--- config.mk ---
export PLATFORM = sky130hd
export DESIGN_NAME = apb_timer
export DESIGN_NICKNAME = d
export VERILOG_FILES = /design/src/rtl/apb_timer.sv
export SDC_FILE = /design/constraint.sdc
export NUM_CORES = 1
export LEC_CHECK = 0
export BUFFER_PORTS_ARGS = -buffer_cell sky130_fd_sc_hd__buf_4
export CAP_MARGIN = 20
export CELL_PAD_IN_SITES_DETAIL_PLACEMENT = 0
export CELL_PAD_IN_SITES_GLOBAL_PLACEMENT = 1
export CORE_MARGIN = 2
export CORE_UTILIZATION = 45
export DETAILED_ROUTE_END_ITERATION = 10
export GPL_ROUTABILITY_DRIVEN = 0
export PLACE_DENSITY_LB_ADDON = 0.1
export REMOVE_ABC_BUFFERS = 1
export SKIP_CTS_REPAIR_TIMING = 1
export SYNTH_ARGS = -nofsm -noshare
export SYNTH_HDL_FRONTEND = slang
export SYNTH_SLANG_ARGS = --single-unit
--- constraint.sdc ---
create_clock -name clock -period 3.4 [get_ports clock]
set_clock_uncertainty 0.05 [all_clocks]
set_input_delay 0.34 -clock clock [delete_from_list [all_inputs] [get_ports clock]]
set_output_delay 0.34 -clock clock [all_outputs]
set_load 0.01 [all_outputs]
--- src/rtl/apb_timer.sv ---
// apb_timer: prescaled 32-bit timer/compare slave on the APB side.
// Ports: clock/nRst, HSEL/HADDR/HWRITE/HBE/HWDATA in; HRDATA/HREADY/interrupt out.
module apb_timer #(
  parameter int ADDR_WIDTH     = 32,
  parameter int PRESCALE_WIDTH = 16
) (
  input  logic                  clock,
  input  logic                  nRst,
  input  logic                  HSEL,
  input  logic [ADDR_WIDTH-1:0] HADDR,
  input  logic                  HWRITE,
  input  logic [3:0]            HBE,
  input  logic [31:0]           HWDATA,
  output logic [31:0]           HRDATA,
  output logic                  HREADY,
  output logic                  interrupt
);

  typedef enum logic [1:0] {
    IDLE,
    ACK,
    RELEASE
  } state_t;

  state_t state;
  logic   ready;
  logic [2:0]  a_off;
  logic        a_wr;
  logic [31:0] a_wdata;
  logic [3:0]  a_be;

  logic en;
  logic irq_en;
  logic auto_rl;
  logic match;
  logic [PRESCALE_WIDTH-1:0] prescale;
  logic [PRESCALE_WIDTH-1:0] pcnt;
  logic [31:0] count;
  logic [31:0] compare;

  logic [31:0] rdata;
  logic [31:0] merged;
  logic        wr_now;
  logic        tick;
  logic sel_ctrl, sel_pre, sel_cnt, sel_cmp, sel_stat;

  logic unused;
  assign unused = ^{HADDR[ADDR_WIDTH-1:5], HADDR[1:0]};

  always_ff @(posedge clock or negedge nRst) begin
    if (!nRst) begin
      state   <= IDLE;
      ready   <= 1'b0;
      a_off   <= '0;
      a_wr    <= 1'b0;
      a_wdata <= '0;
      a_be    <= '0;
    end else begin
      unique case (state)
        IDLE: begin
          if (HSEL) begin
            a_off   <= HADDR[4:2];
            a_wr    <= HWRITE;
            a_wdata <= HWDATA;
            a_be    <= HBE;
            ready   <= 1'b1;
            state   <= ACK;
          end
        end
        ACK: begin
          ready <= 1'b0;
          state <= RELEASE;
        end
        RELEASE: begin
          if (!HSEL) state <= IDLE;
        end
        default: begin
          ready <= 1'b0;
          state <= IDLE;
        end
      endcase
    end
  end

  assign sel_ctrl = (a_off == 3'd0);
  assign sel_pre  = (a_off == 3'd1);
  assign sel_cnt  = (a_off == 3'd2);
  assign sel_cmp  = (a_off == 3'd3);
  assign sel_stat = (a_off == 3'd4);

  always_comb begin
    rdata = '0;
    unique case (1'b1)
      sel_ctrl: rdata = {29'b0, auto_rl, irq_en, en};
      sel_pre:  rdata = 32'(prescale);
      sel_cnt:  rdata = count;
      sel_cmp:  rdata = compare;
      sel_stat: rdata = {31'b0, match};
      default:  rdata = '0;
    endcase
  end

  // Byte-lane merge of write data over the addressed register's value.
  always_comb begin
    merged = rdata;
    for (int i = 0; i < 4; i++) begin
      if (a_be[i]) merged[i*8 +: 8] = a_wdata[i*8 +: 8];
    end
  end

  assign wr_now = ready && a_wr;
  assign tick   = en && (pcnt == prescale);

  // Statement order sets priority: W1C < match set, tick < COUNT write.
  always_ff @(posedge clock or negedge nRst) begin
    if (!nRst) begin
      en       <= 1'b0;
      irq_en   <= 1'b0;
      auto_rl  <= 1'b0;
      match    <= 1'b0;
      prescale <= '0;
      pcnt     <= '0;
      count    <= '0;
      compare  <= '0;
    end else begin
      if (!en || tick) pcnt <= '0;
      else pcnt <= pcnt + 1'b1;

      if (wr_now && sel_stat && a_be[0] && a_wdata[0])
        match <= 1'b0;

      if (tick) begin
        if (count == compare) begin
          match <= 1'b1;
          count <= auto_rl ? 32'd0 : count + 32'd1;
        end else begin
          count <= count + 32'd1;
        end
      end

      if (wr_now && sel_ctrl) begin
        en      <= merged[0];
        irq_en  <= merged[1];
        auto_rl <= merged[2];
      end
      if (wr_now && sel_pre) prescale <= merged[PRESCALE_WIDTH-1:0];
      if (wr_now && sel_cnt) count <= merged;
      if (wr_now && sel_cmp) compare <= merged;
    end
  end

  assign HREADY    = ready;
  assign HRDATA    = ready ? rdata : 32'd0;
  assign interrupt = match & irq_en;

endmodule

==> reports/metrics.cfg, run 1 <==
[status]
outcome=complete, no violations

[routing]
drt_iter0_markers=485
vias_per_cell=5.89
drc=0
wl_per_cell_um=20.1
postRouteAntennaNets=0
routed_wl_mm=22.5
drt_pass1_iterations=7
via_count=6613

[timing]
fmax_mhz=359
rsz0062_at_grt=no
period_needed_ps=2780
maxSlewHeadroom=0.467
finalHoldViolCount=0
drv_slew=0
setup_viol=0
worst-slew-pin-transition_ps=799
fin_crit_sh=0.818
whs_ps=88.4
setup_tns_ps=0

[clock_network]
cts-buffers-inserted=17
clock-sinks=143
clk-insertion-delay-late_ps=430
cts_tree=yes
clk_pin_slew_ps=60
clock_path_buffers=2
root_buffer=clkbuf_16
cts.htree.levels=4

[synth]
synthArstFlopShare=1.00
synth_area_leaders=dfrtp_1 (44%), mux2_2 (10%), xnor2_1 (5.7%)
yosysUniqueCellTypes=64
synth_commonest_cells=dfrtp_1 (143), mux2_2 (74), nor2_1 (63)
syn_inst=831
ys_ff_latch=143
synth_edf_count=0
synth.top_cell.area_share=0.439
netlist_area_mm2=0.00816
synth_top_area_cell=dfrtp_1
avgSynthCellArea_um2=9.81
ys_warn_count=0
synth_ff_type=dfrtp_1
synth_most_common_cell=dfrtp_1
synth-seq-area-share=0.439

[placed_design]
place_inst=1090
io_buffers=76
hpwl_mm=15.8
placed_cell_area_mm2=0.00887

[finish]
drive_above_1_share=0.244
final_area_mm2=0.00949
instances_no_fill=1122
antenna_cells=0
area_delta_synth_final_pct=16.4
nets=956

[critical_path]
cpLargestDelayFamily=simple AND/OR/NAND/NOR gates
cp_cell_sequence=buf_4, and3b_1, a22o_1, and2_1, buf_4
crit_path_start_kind=flop
cp-end-kind=primary output
cp_slowest_cell=and3b_1
path_max_fanout=23
slowest_delay_ps=730
path_buf_inv=2
cp.required_ps=3010
arrival_ps=2390
critical_path_class=reg -> out
crit_top_cell=buf_4

[power_and_ir_drop]
clockPowerShare=0.219
power_density_mw_per_mm2=941
seqPwrFrac=0.352
p_comb_frac=0.429
p_int_w=0.00537
sw_frac_of_total=0.399
p_switching_w=0.00356
p_leak_nw=3.88
total_power_w=0.00893
vdd_drop_max_mv=0.392

[die]
ios=106
die_h_um=139
start_util=0.456
die-area_mm2=0.0192
rows=49
core_mm2=0.0179
dieWidth_um=139

[global_routing]
grt_overflow_total=0
grt_first_pass_wirelength_mm=36.9
grt_pass1_vias=6685
grt_max_degree=65
grt_use_total=0.241
antenna_found_initial=0

[hold_path]
hold_class=in -> reg

[run]
cap_violations=0

## power by group through the flow
stage / clock network, W / logic, W / registers (W)
3_5_place_dp: 0 / 0.00383 / 0.00316
3_3_place_gp: 0 / 0.00377 / 0.00312
5_1_grt: 0.00208 / 0.00422 / 0.00326
6_report: 0.00195 / 0.00383 / 0.00315
2_1_floorplan: 0 / 0.00253 / 0.00299
4_1_cts: 0.00200 / 0.00385 / 0.00314
## flip-flops by register name (all words and copies together), names as in the netlist, 2 cells and up
signal,flops
a_be,4
prescale,16
state,2
count,32
a_wdata,32
compare,32
a_off,3
pcnt,16
## metal layers
layer,track usage,share of wire,vias up,routed length [um]
met5,0,0,-,0
met4,0.0760,0.024,0,541
met3,0.0532,0.050,39,1130
met2,0.396,0.48,220,10800
met1,0.322,0.45,3212,10100
li1,-,-,3142,-
## cells by family (layout without fill, tap and decap cells)
logic type / count (synthesis) / after routing / synth area share
AO/OA/AOI/OAI: 182 / 182 / 0.147
XOR/XNOR: 59 / 59 / 0.0634
adder cells (fa/ha/maj): 2 / 2 / 0.00307
buffers and inverters: 77 / 139 / 0.0468
flip-flops: 143 / 143 / 0.439
multiplexers: 87 / 87 / 0.121
AND/OR/NAND/NOR: 281 / 281 / 0.179
## layout make-up
| cell class | count | area, um^2 |
|---|---|---|
| fill | 1685 | 8410 |
| multi-input combinational | 611 | 4210 |
| sequential | 143 | 3580 |
| timing repair buffer | 103 | 792 |
| clock buffer | 18 | 429 |
| tap | 229 | 287 |
| clock inverter | 12 | 170 |
| inverter | 6 | 22.5 |
## placed cells by master (no fill, tap or decap), types with 4 or more instances in the layout
cell type,synthesis,final
mux2i_1,11,11
nand2_1,59,59
a222oi_1,6,6
clkinv_2,0,5
buf_4,5,100
nor3b_1,9,7
a22oi_1,22,22
dfrtp_1,143,143
a41oi_1,4,4
and3_1,12,12
a31oi_1,22,22
nor2_1,63,63
o31ai_1,4,4
nor3_1,19,19
nand3_1,29,28
nand4_1,22,22
clkbuf_16,0,17
a21oi_1,40,40
o21ai_0,39,39
a22o_1,16,16
and2_1,29,29
mux2_2,74,74
o211ai_1,4,4
bufinv_16,0,4
inv_1,6,6
nor4_1,6,6
xor2_1,6,6
or3_1,8,8
o31a_1,4,4
xnor2_1,53,53
## worst paths after layout
check	startpoint	end	slack [ps]	cells past startpoint
min reg2reg	a_wdata[30]$_DFFE_PN0P_	a_wdata[30]$_DFFE_PN0P_	450	1
max	a_off[1]$_DFFE_PN0P_	HRDATA[31]	620	5
max reg2reg	count[1]$_DFFE_PN0P_	count[14]$_DFFE_PN0P_	680	8
max in group asynchronous	nRst	compare[26]$_DFFE_PN0P_	2120	3
min in group asynchronous	nRst	state[1]$_DFFE_PN0P_	410	2
min	HADDR[4]	a_off[2]$_DFFE_PN0P_	90	3
## tightest hold or removal path, delay by kind of cell
kind | cells | cell delay, ps
and+or+nand+nor | 1 | 30
buffers and inverters | 1 | 70
AOI/OAI and AO/OA | 1 | 70
## per-stage QoR
step	setup slack [ps]	util
floorplan	-697	-
global placement	747	0.496
detailed placement	741	0.496
CTS	624	0.529
global route	498	0.530
finish	617	0.530
Note: power is estimated with default switching activity, not from simulation.
==> inputs of run 2 (changes only) <==
==> constraint.sdc (replaced) <==
create_clock -name clock -period 2.91 [get_ports clock]
set_clock_uncertainty 0.05 [all_clocks]
set_input_delay 0.291 -clock clock [delete_from_list [all_inputs] [get_ports clock]]
set_output_delay 0.291 -clock clock [all_outputs]
set_load 0.01 [all_outputs]
==> reports/metrics.cfg, run 2 (synthesized netlist as in run 1, its figures left out) <==
[die]
core_mm2=0.0179  ; unchanged
die-area_mm2=0.0192  ; unchanged
dieWidth_um=139  ; unchanged
ios=106  ; unchanged
rows=49  ; unchanged
start_util=0.456  ; unchanged
die_h_um=139  ; unchanged

[critical_path]
rr_startpoint=count[29]$_DFFE_PN0P_  ; was count[1]$_DFFE_PN0P_
cp.required_ps=3140  ; was 3010 ps
r2r_slack_ps=230  ; was 680 ps
crit_start=count[29]$_DFFE_PN0P_  ; was a_off[1]$_DFFE_PN0P_
arrival_ps=2910  ; was 2390 ps
crit_end=count[29]$_DFFE_PN0P_  ; was HRDATA[31]
crit_path_start_kind=flop  ; unchanged
worstReg2RegEnd=count[29]$_DFFE_PN0P_  ; was count[14]$_DFFE_PN0P_
r2r_cells=8  ; unchanged
path_max_fanout=17  ; was 23
cp-end-kind=flop  ; was primary output
critical_path_class=reg -> reg  ; was reg -> out

[clock_network]
clock-sinks=143  ; unchanged
cts.htree.levels=4  ; unchanged
clk-insertion-delay-late_ps=420  ; was 430 ps
clk_pin_slew_ps=60  ; about the same
root_buffer=clkbuf_16  ; unchanged
clock_path_buffers=2  ; unchanged
cts-buffers-inserted=17  ; unchanged
cts_tree=yes  ; unchanged

[hold_path]
hold_class=in -> reg  ; unchanged

[timing]
fin_crit_sh=0.921
period_needed_ps=2680
maxSlewHeadroom=0.461  ; was 0.467
whs_ps=37.4  ; was 88.4 ps
fmax_mhz=373
drv_slew=0  ; unchanged
rsz0062_at_grt=no  ; unchanged
fin_ws_ps=231  ; was 617 ps
setup_viol=0  ; unchanged
finalHoldViolCount=0  ; unchanged
worst-slew-pin-transition_ps=808  ; was 799 ps

[power_and_ir_drop]
p_leak_nw=3.96  ; was 3.88 nW
power_density_mw_per_mm2=1100  ; was 941 mW/mm^2
vdd_drop_max_mv=0.522  ; was 0.392 mV

[finish]
area_delta_synth_final_pct=18.2  ; was 16.4%
biggestRegsByFlops=a_wdata (32), compare (32), count (32)  ; unchanged
fillCellCount=1630  ; was 1,685
final_common_cell=dfrtp_1  ; unchanged
drive_above_1_share=0.258  ; was 0.244
antenna_cells=0  ; unchanged
final_area_mm2=0.00964  ; was 0.00949 mm^2
mostFrequentLayoutCells=dfrtp_1 (143), buf_4 (114), mux2_2 (74)  ; was dfrtp_1 (143), buf_4 (100), mux2_2 (74)
nets=970  ; was 956

[global_routing]
antenna_found_initial=0  ; unchanged
grt_pass1_vias=6802  ; was 6,685
grt_use_total=0.241  ; about the same
grt_overflow_total=0  ; unchanged
grt_max_degree=59  ; was 65
grt_first_pass_wirelength_mm=36.8  ; was 36.9 mm

[placed_design]
pre_cts_ws_ps=304  ; was 741 ps
io_buffers=76  ; unchanged
hpwl_mm=16.0  ; was 15.8 mm
placed_cell_area_mm2=0.00898  ; was 0.00887 mm^2

[routing]
drt_pass1_iterations=5  ; was 7
drc=0  ; unchanged
postRouteAntennaNets=0  ; unchanged
routed_wl_mm=22.6  ; was 22.5 mm
via_count=6683  ; was 6,613
vias_per_cell=5.88  ; was 5.89
drt_iter0_markers=484  ; was 485
wl_per_cell_um=19.9  ; was 20.1 um

[run]
cap_violations=0  ; unchanged

[status]
outcome=complete, no violations  ; unchanged

[run 2: how the worst min path moves through the flow]
| stage | start | to | slack [ps] | depth (start not counted) |
|---|---|---|---|---|
| after CTS | nRst | a_wdata[17]$_DFFE_PN0P_ | -190 | 1 |
| after detailed placement | nRst | a_wdata[18]$_DFFE_PN0P_ | 260 | 1 |
| after floorplan | nRst | HREADY$_DFFE_PN0P_ | -50 | 0 |
| final | HADDR[4] | a_off[2]$_DFFE_PN0P_ | 40 | 3 |
| after global placement | nRst | state[1]$_DFFE_PN0P_ | 240 | 1 |
| after global routing | HWDATA[7] | a_wdata[7]$_DFFE_PN0P_ | 30 | 2 |
[run 2: worst max-delay path, stage by stage, from the launching register on]
cell     delay (ps)
dfrtp_1         440
xnor2_1         320
nand4_1         150
nor4_1          400
buf_4           250
a31oi_1          90
buf_4           240
nand2_1         400
o21ai_0         170
[run 2: stage by stage]
stage	TNS (ps)	power, W	util	instances
2_1_floorplan	-66830	0.00646	-	760
3_3_place_gp	0	0.00816	0.502	1105
3_5_place_dp	0	0.00826	0.502	1105
4_1_cts	0	0.0107	0.538	1136
5_1_grt	0	0.0113	0.538	1137
6_report	0	0.0106	0.538	1137
[run 2: layout make-up]
class / instances / area (um^2) / share of cell area
Timing Repair Buffer: 117 / 897 / 0.0931
Sequential cell: 143 / 3580 / 0.371
Clock inverter: 9 / 156 / 0.0162
Multi-Input combinational cell: 611 / 4210 / 0.437
Tap cell: 229 / 287 / 0.0297
Clock buffer: 22 / 484 / 0.0502
Inverter: 6 / 22.5 / 0.00234
[run 2: report_power, final]
group	switching, W	internal [W]
logic	0.00242	0.00220
clock network	0.000855	0.00152
registers	0.000886	0.00273
[run 2: layer usage]
layer | global-route usage | part of all wire
met3 | 0.0532 | 0.046
met5 | 0 | 0
met2 | 0.399 | 0.48
met1 | 0.314 | 0.45
met4 | 0.0824 | 0.025
==> inputs of run 3 (changes only) <==
--- a/config.mk
+++ b/config.mk
@@ -6,9 +6,9 @@
 export NUM_CORES = 1
 export LEC_CHECK = 0
 export BUFFER_PORTS_ARGS = -buffer_cell sky130_fd_sc_hd__buf_4
-export CAP_MARGIN = 20
 export CELL_PAD_IN_SITES_DETAIL_PLACEMENT = 0
 export CELL_PAD_IN_SITES_GLOBAL_PLACEMENT = 1
+export CORE_ASPECT_RATIO = 1.25
 export CORE_MARGIN = 2
 export CORE_UTILIZATION = 45
 export DETAILED_ROUTE_END_ITERATION = 10
==> reports/metrics.cfg, run 3 (synthesized netlist as in run 1, its figures left out) <==
[clock_network]
clock-sinks=143  ; unchanged
root_buffer=clkbuf_16  ; unchanged
clk-insertion-delay-late_ps=420  ; about the same
cts-buffers-inserted=17  ; unchanged
clock_path_buffers=2  ; unchanged
cts.htree.levels=4  ; unchanged
clk_pin_slew_ps=60  ; about the same
cts_tree=yes  ; unchanged

[finish]
biggestRegsByFlops=a_wdata (32), compare (32), count (32)  ; unchanged
antenna_cells=0  ; unchanged
final_common_cell=dfrtp_1  ; unchanged
instances_no_fill=1137  ; unchanged
mostFrequentLayoutCells=dfrtp_1 (143), buf_4 (113), mux2_2 (74)  ; was dfrtp_1 (143), buf_4 (114), mux2_2 (74)
nets=970  ; unchanged
drive_above_1_share=0.257  ; was 0.258
area_delta_synth_final_pct=18.1  ; was 18.2%

[placed_design]
io_buffers=76  ; unchanged
place_inst=1104  ; was 1,105
hpwl_mm=16.1  ; was 16.0 mm

[global_routing]
grt-busiest-layer=met2  ; unchanged
use_met1=0.297  ; was 0.314
antenna_found_initial=0  ; unchanged
grt_use_total=0.238  ; was 0.241
grt_first_pass_wirelength_mm=36.4  ; was 36.8 mm
grt_max_degree=59  ; unchanged
grt_overflow_total=0  ; unchanged
use_met3=0.0432  ; was 0.0532
grt_pass1_vias=6819  ; was 6,802
use_met2=0.412  ; was 0.399

[routing]
routed_wl_mm=22.7  ; was 22.6 mm
drt_iter0_markers=414  ; was 484
drc=0  ; unchanged
postRouteAntennaNets=0  ; unchanged
vias_per_cell=5.84  ; was 5.88
wl_per_cell_um=20.0  ; was 19.9 um
via_count=6635  ; was 6,683
drt_pass1_iterations=5  ; unchanged

[critical_path]
crit_path_start_kind=flop  ; unchanged
cp.required_ps=2570  ; was 3140 ps
arrival_ps=2350  ; was 2910 ps
path_max_fanout=24  ; was 17
cp-end-kind=primary output  ; was flop
critical_path_class=reg -> out  ; was reg -> reg

[power_and_ir_drop]
total_power_w=0.0106  ; about the same
power_density_mw_per_mm2=1100  ; about the same
p_leak_nw=3.97  ; was 3.96 nW
vdd_drop_max_mv=0.465  ; was 0.522 mV

[die]
dieWidth_um=124  ; was 139 um
ios=106  ; unchanged
rows=55  ; was 49
die-area_mm2=0.0192  ; about the same
core_mm2=0.0180  ; was 0.0179 mm^2
start_util=0.454  ; was 0.456
die_h_um=155  ; was 139 um

[timing]
fin_crit_sh=0.925  ; was 0.921
maxSlewHeadroom=0.455  ; was 0.461
worst-slew-pin-transition_ps=810  ; was 808 ps
setup_tns_ps=0  ; unchanged
fmax_mhz=372  ; was 373 MHz
finalHoldViolCount=0  ; unchanged
drv_slew=0  ; unchanged
setup_viol=0  ; unchanged
whs_ps=50.2  ; was 37.4 ps
period_needed_ps=2690  ; was 2680 ps
rsz0062_at_grt=no  ; unchanged

[hold_path]
hold_class=in -> reg  ; unchanged

[status]
outcome=complete, no violations  ; unchanged

[run]
cap_violations=0  ; unchanged

run 3: power by group:
group          internal, W  total [W]  switching, W  leakage (nW)
clock              0.00146    0.00230      0.000839         0.309
sequential         0.00273    0.00355      0.000820          1.69
combinational      0.00220    0.00470       0.00250          1.97
run 3: layout make-up:
| type | instances | area (um^2) |
|---|---|---|
| Multi-Input combinational cell | 611 | 4210 |
| Inverter | 6 | 22.5 |
| Fill cell | 1641 | 8330 |
| Clock buffer | 23 | 498 |
| Tap cell | 228 | 285 |
| Clock inverter | 9 | 130 |
| Sequential cell | 143 | 3580 |
| Timing Repair Buffer | 117 | 910 |
run 3: per-stage QoR:
step | utilization | setup WS, ps | cell area, um^2
floorplan | - | -1190 | 7800
global placement | 0.501 | 344 | 9000
detailed placement | 0.501 | 264 | 9000
CTS | 0.536 | 171 | 9620
global route | 0.536 | 53.0 | 9630
finish | 0.536 | 219 | 9630
run 3: critical path, stage by stage, from the launching register on:
cell and delay (ps):
dfrtp_1 360, buf_4 310, and3b_1 740, a22o_1 270
and2_1 140, buf_4 110
run 3: worst paths after layout:
check / startpoint / endpoint / slack [ps] / cells past startpoint
min reg2reg: a_wdata[30]$_DFFE_PN0P_ / a_wdata[30]$_DFFE_PN0P_ / 460 / 1
max: a_off[0]$_DFFE_PN0P_ / HRDATA[17] / 220 / 5
min in group asynchronous: nRst / a_be[2]$_DFFE_PN0P_ / 330 / 2
max reg2reg: count[1]$_DFFE_PN0P_ / count[17]$_DFFE_PN0P_ / 230 / 8
min: HADDR[4] / a_off[2]$_DFFE_PN0P_ / 50 / 3
max in group asynchronous: nRst / compare[9]$_DFFE_PN0P_ / 1570 / 3
run 3: routing by layer:
layer | vias up | part of all wire
li1 | 3157 | -
met1 | 3233 | 0.42
met2 | 196 | 0.50
met3 | 49 | 0.047
met4 | 0 | 0.027
met5 | - | 0
